`src/rtl/axis_frame_regen_pkg.sv`:
```
// Shared types and helpers for the AXI-Stream frame length regenerator.
package axis_frame_regen_pkg;

  typedef enum logic [1:0] {PASS, PAD, DROP} frame_state_e;

  localparam int STAT_WIDTH = 32;

  // Saturating increment for the optional statistics counters
  function automatic logic [STAT_WIDTH-1:0] sat_inc(input logic [STAT_WIDTH-1:0] v);
    return (&v) ? v : v + STAT_WIDTH'(1);
  endfunction

endpackage

```
`src/rtl/axis_frame_regen.sv`:
```
// Forces every AXI-Stream frame to exactly cfg_beats beats: pads short frames, truncates long ones.
// Optional statistics counters are enabled with macro AXIS_FRAME_REGEN_STATS_EN.
module axis_frame_regen
  import axis_frame_regen_pkg::*;
#(
  parameter int unsigned DATA_WIDTH = 64,
  parameter int unsigned KEEP_WIDTH = DATA_WIDTH / 8,
  parameter int unsigned USER_WIDTH = 1,
  parameter int unsigned LEN_WIDTH  = 16
) (
  input  logic                  clk,
  input  logic                  rstn,
  input  logic [LEN_WIDTH-1:0]  cfg_beats,
  input  logic [DATA_WIDTH-1:0] s_axis_tdata,
  input  logic [KEEP_WIDTH-1:0] s_axis_tkeep,
  input  logic                  s_axis_tvalid,
  output logic                  s_axis_tready,
  input  logic                  s_axis_tlast,
  input  logic [USER_WIDTH-1:0] s_axis_tuser,
  output logic [DATA_WIDTH-1:0] m_axis_tdata,
  output logic [KEEP_WIDTH-1:0] m_axis_tkeep,
  output logic                  m_axis_tvalid,
  input  logic                  m_axis_tready,
  output logic                  m_axis_tlast,
  output logic [USER_WIDTH-1:0] m_axis_tuser,
  output logic                  err_short,
  output logic                  err_long,
`ifdef AXIS_FRAME_REGEN_STATS_EN
  output logic [STAT_WIDTH-1:0] stat_frames,
  output logic [STAT_WIDTH-1:0] stat_short,
  output logic [STAT_WIDTH-1:0] stat_long,
`endif
  output logic                  busy
);

  frame_state_e         state, state_nxt;
  logic [LEN_WIDTH-1:0] cnt, cnt_nxt;
  logic [LEN_WIDTH-1:0] len, len_nxt;
  logic [LEN_WIDTH-1:0] len_cur;
  logic                 upd;
  logic                 s_hs;
  logic                 frame_start;
  logic                 last_beat;
  logic                 m_load;
  logic                 m_pad;
  logic                 err_short_d;
  logic                 err_long_d;

  assign upd  = !m_axis_tvalid || m_axis_tready;
  assign s_hs = s_axis_tvalid && s_axis_tready;

  // The first beat of a frame uses the live cfg_beats; later beats use the latched length
  assign frame_start = (state == PASS) && (cnt == '0);
  assign len_cur     = frame_start ? ((cfg_beats == '0) ? LEN_WIDTH'(1) : cfg_beats) : len;
  assign last_beat   = (cnt + LEN_WIDTH'(1)) == len_cur;

  assign busy = (state != PASS) || (cnt != '0);

  // State register
  always_ff @(posedge clk) begin
    if (!rstn) begin
      state <= PASS;
      cnt   <= '0;
      len   <= '0;
    end else begin
      state <= state_nxt;
      cnt   <= cnt_nxt;
      len   <= len_nxt;
    end
  end

  // Next-state logic
  always_comb begin
    state_nxt = state;
    cnt_nxt   = cnt;
    len_nxt   = len;
    case (state)
      PASS: begin
        if (s_hs) begin
          if (cnt == '0) len_nxt = len_cur;
          if (last_beat) begin
            cnt_nxt = '0;
            if (!s_axis_tlast) state_nxt = DROP;
          end else begin
            cnt_nxt = cnt + LEN_WIDTH'(1);
            if (s_axis_tlast) state_nxt = PAD;
          end
        end
      end
      PAD: begin
        if (upd) begin
          if (last_beat) begin
            cnt_nxt   = '0;
            state_nxt = PASS;
          end else begin
            cnt_nxt = cnt + LEN_WIDTH'(1);
          end
        end
      end
      DROP: begin
        if (s_hs && s_axis_tlast) state_nxt = PASS;
      end
      default: begin
        state_nxt = PASS;
        cnt_nxt   = '0;
      end
    endcase
  end

  // Output decode: input ready, output-register load and error strobes
  always_comb begin
    s_axis_tready = 1'b0;
    m_load        = 1'b0;
    m_pad         = 1'b0;
    err_short_d   = 1'b0;
    err_long_d    = 1'b0;
    case (state)
      PASS: begin
        s_axis_tready = upd;
        m_load        = s_axis_tvalid && upd;
        err_short_d   = s_hs && s_axis_tlast && !last_beat;
        err_long_d    = s_hs && !s_axis_tlast && last_beat;
      end
      PAD: begin
        m_load = upd;
        m_pad  = 1'b1;
      end
      DROP: begin
        s_axis_tready = 1'b1;
      end
      default: ;
    endcase
  end

  // Single output register stage; holds while the sink stalls
  always_ff @(posedge clk) begin
    if (!rstn) begin
      m_axis_tdata  <= '0;
      m_axis_tkeep  <= '0;
      m_axis_tvalid <= 1'b0;
      m_axis_tlast  <= 1'b0;
      m_axis_tuser  <= '0;
      err_short     <= 1'b0;
      err_long      <= 1'b0;
    end else begin
      err_short <= err_short_d;
      err_long  <= err_long_d;
      if (upd) begin
        m_axis_tvalid <= m_load;
        if (m_load) begin
          m_axis_tdata <= m_pad ? '0 : s_axis_tdata;
          m_axis_tkeep <= m_pad ? '1 : s_axis_tkeep;
          m_axis_tuser <= m_pad ? '0 : s_axis_tuser;
          m_axis_tlast <= last_beat;
        end
      end
    end
  end

`ifdef AXIS_FRAME_REGEN_STATS_EN
  // Saturating frame / error statistics
  always_ff @(posedge clk) begin
    if (!rstn) begin
      stat_frames <= '0;
      stat_short  <= '0;
      stat_long   <= '0;
    end else begin
      if (m_axis_tvalid && m_axis_tready && m_axis_tlast) stat_frames <= sat_inc(stat_frames);
      if (err_short) stat_short <= sat_inc(stat_short);
      if (err_long)  stat_long  <= sat_inc(stat_long);
    end
  end
`endif

endmodule

```
`config.mk`:
```
export PLATFORM = sky130hd
export DESIGN_NAME = axis_frame_regen
export DESIGN_NICKNAME = d
export VERILOG_FILES = /design/src/rtl/axis_frame_regen_pkg.sv /design/src/rtl/axis_frame_regen.sv
export SDC_FILE = /design/constraint.sdc
export NUM_CORES = 1
export LEC_CHECK = 0
export CAP_MARGIN = 20
export CORE_ASPECT_RATIO = 0.7
export CORE_MARGIN = 2
export CORE_UTILIZATION = 40
export CTS_BUF_LIST = sky130_fd_sc_hd__clkbuf_4 sky130_fd_sc_hd__clkbuf_8
export DETAILED_ROUTE_END_ITERATION = 7
export GPL_ROUTABILITY_DRIVEN = 0
export PLACE_DENSITY = 0.82
export SLEW_MARGIN = 20
export SYNTH_ARGS = -nofsm -noshare
export SYNTH_HDL_FRONTEND = slang
export SYNTH_SLANG_ARGS = --single-unit
```
`constraint.sdc`:
```
create_clock -name clk -period 3.6 [get_ports clk]
set_input_delay 0.54 -clock clk [delete_from_list [all_inputs] [get_ports clk]]
set_output_delay 0.54 -clock clk [all_outputs]
set_load 0.03 [all_outputs]
```
==> flow_summary.toml <==
[hold_path]
hold_class = "register to register"
holdPathEnd = "len[13]"
hold_path_depth = 2
holdCritStartpoint = "len[13]"

[layout]
diodes = 0
fin_area_um2 = 7010
layout-drive-gt1-share_pct = 7.17
fill_cells = 1068
finalNetCount = 788
area_growth_pct = 40.4

[routing]
drt_first_iter_violations = 312
drtAntennaViolNets = 0
vias = 4760
vias_per_cell = 5.54
drc_errors = 0
wl_per_cell_um = 17.0
drt-total-wl_mm = 14.6
first_pass_iters = 5

[synth]
async_flop_share_pct = 0
synth.top_cells.by_area = "dfxtp_1, a22oi_1, nor2b_1"
synth_edf_count = 0
synth_seq_cells = 111
synth.cell_area_um2 = 4990
synth.most_common_cell = "dfxtp_1"
synthesis.instances = 540
synth_flop_cell = "dfxtp_1"
synth.top_cell.area_share_pct = 44.5
synthDistinctLibCells = 57
seq_area_frac_synth_pct = 44.5
synth_nets = 636
ys_warn_count = 0
yosysTopAreaCell = "dfxtp_1"
synthTopCellsByCount = "dfxtp_1, nor2b_1, a22oi_1"
syn_avg_cell_area_um2 = 9.24

[clock_tree]
clock-sinks = 111
cts_tree = "done"
htreeDepth = 3
clk-insertion-delay-late_ns = 0.36
cts.clk_slew.worst_paths_ns = 0.11
cts-root-buf = "clkbuf_8"
cts_inserted_buffers = 9
clock_path_buffers = 2

[die]
die_w_um = 137
std_cell_rows = 34
start_util_pct = 40.6
die_area_um2 = 13400
pin_count = 173
fp.coreArea_um2 = 12300
fp.dieH_um = 97.4

[placed_design]
dpl.hpwl_mm = 10.7
io_buffer_count = 172
placed_cell_area_um2 = 6810
post-place-ws_ns = 0.173

[critical_path]
cp_max_fo = 5
r2r-start = "cnt[1]"
critPathArrivalTime_ns = 3.68
cpMaxStageDelayCell = "or4_1"
path_delay_family = "simple AND/OR/NAND/NOR gates"
cp_slowest_stage_delay_ns = 0.56
reg2reg_to = "state[0]"
cp_data_required_time_ns = 3.85
startpoint_type = "register"
reg2reg_slack_ns = 0.17
crit_path_end_kind = "register"
reg2regPathDepth = 11
worstSetupPathType = "register to register"
path_cells = "inv_1 > ha_1 > or4b_4 > or3_4 > nor2_8 > mux2_2 > a2bb2oi_1 > nand4_1 > or4_1 > nor2b_1 > o311a_1"
worst-path-buf-inv = 1

[pwr]
powerDensity_nw_per_um2 = 399
vdd_drop_max_v = 0.000186
p_leak_nw = 2.43
p_total_w = 0.00280

[sta]
rsz0062_at_grt = "false"
tns_ns = 0
hold_viol_final = 0
setup-violations-final = 0
fin_crit_sh_pct = 95.3
clock-skew-final_ns = 0.00907
worst_slack_ns = 0.170
tightest_slew_ns = 0.687
whs_ns = 0.484
max_freq_mhz = 292
slew_viol_final = 0
slew_headroom_pct = 54.2
period_needed_ns = 3.43

[grt]
grt_pass1_wl_mm = 23.5
grt_pass1_vias = 4647
antenna_found_initial = 0
grt_max_degree = 67
grt_usage_pct = 21.8
grt.overflow.total = 0

[outcome]
outcome = "complete, no violations"

[run]
cap_viol_max_count = 0
## cell usage in the layout (no fill, tap or decap), drive strengths merged, types with 11 or more instances in the layout
cell type	netlist	layout
inv	10	12
a21boi	16	16
o21ai	12	12
nor2	11	11
dfxtp	111	111
nand3	14	14
xnor2	15	15
nand2	56	56
clkdlybuf4s50	0	171
nor2b	71	71
a22oi	66	66
## kinds of logic (layout without fill, tap and decap cells)
logic type	count (synthesis)	in the layout	synth area share [%]
fa+ha+maj	2	2	0.501
mux	10	10	2.03
simple gates	208	208	23.3
buf+inv	49	206	4.36
compound gates	140	140	21.8
flops	111	111	44.5
xor+xnor	20	20	3.51
## per-stage QoR
stage / utilization [%] / std cells
2_1_floorplan: - / 540
3_3_place_gp: 55.4 / 843
3_5_place_dp: 55.4 / 843
4_1_cts: 56.8 / 859
5_1_grt: 57.0 / 859
6_report: 57.0 / 859
## registers in the layout (all words and copies together), names as in the netlist
signal,flops
cnt,16
len,16
m_axis_tuser,1
err_long,1
m_axis_tdata,64
err_short,1
m_axis_tkeep,8
m_axis_tvalid,1
m_axis_tlast,1
state,2
## where the power goes
| part | switching (W) | total, W | internal, W |
|---|---|---|---|
| Clock | 0.000428 | 0.000694 | 0.000266 |
| Sequential | 0.0000444 | 0.00135 | 0.00130 |
| Combinational | 0.000400 | 0.000756 | 0.000356 |
| Total | 0.000873 | 0.00280 | 0.00192 |
## what timing repair did
action                     CTS  global route
resized for setup            0             6
buffers inserted             0             0
setup endpoints to repair    0            18
hold buffers                 0             0
## worst max path at each step
stage | start | end | slack [ns] | cells past startpoint
after global routing | cnt[1] | cnt[2] | 0.02 | 13
after CTS | cnt[1] | cnt[6] | 0.15 | 12
after detailed placement | cnt[1] | cnt[6] | 0.17 | 12
final | cnt[1] | state[0] | 0.17 | 11
after global placement | cnt[1] | cnt[6] | 0.30 | 12
after floorplan | cnt[0] | cnt[13] | 0.30 | 13
## worst register-to-register path, stage by stage (launching register included)
cell and delay [ns]:
dfxtp_1 0.36, inv_1 0.07, ha_1 0.13, or4b_4 0.46, or3_4 0.46, nor2_8 0.15, mux2_2 0.37, a2bb2oi_1 0.16
nand4_1 0.10, or4_1 0.56, nor2b_1 0.20, o311a_1 0.31
## final cells by class
type / count / area, um2 / area share, %
repair buffers: 180 / 1790 / 25.6
flip-flops and latches: 111 / 2220 / 31.7
clock inverters: 6 / 45.0 / 0.643
inverters: 10 / 37.5 / 0.536
multi-input cells: 380 / 2580 / 36.8
clock buffers: 10 / 131 / 1.87
well taps: 162 / 203 / 2.89
## layer usage
layer | global-route usage, % | vias up | share of wire, %
met5 | 0 | - | 0
met4 | 5.95 | 0 | 1.8
met3 | 4.64 | 25 | 8.4
met2 | 34.6 | 225 | 45
met1 | 29.8 | 2254 | 45
li1 | - | 2256 | -
No activity file was read; power rests on OpenSTA's default activity.
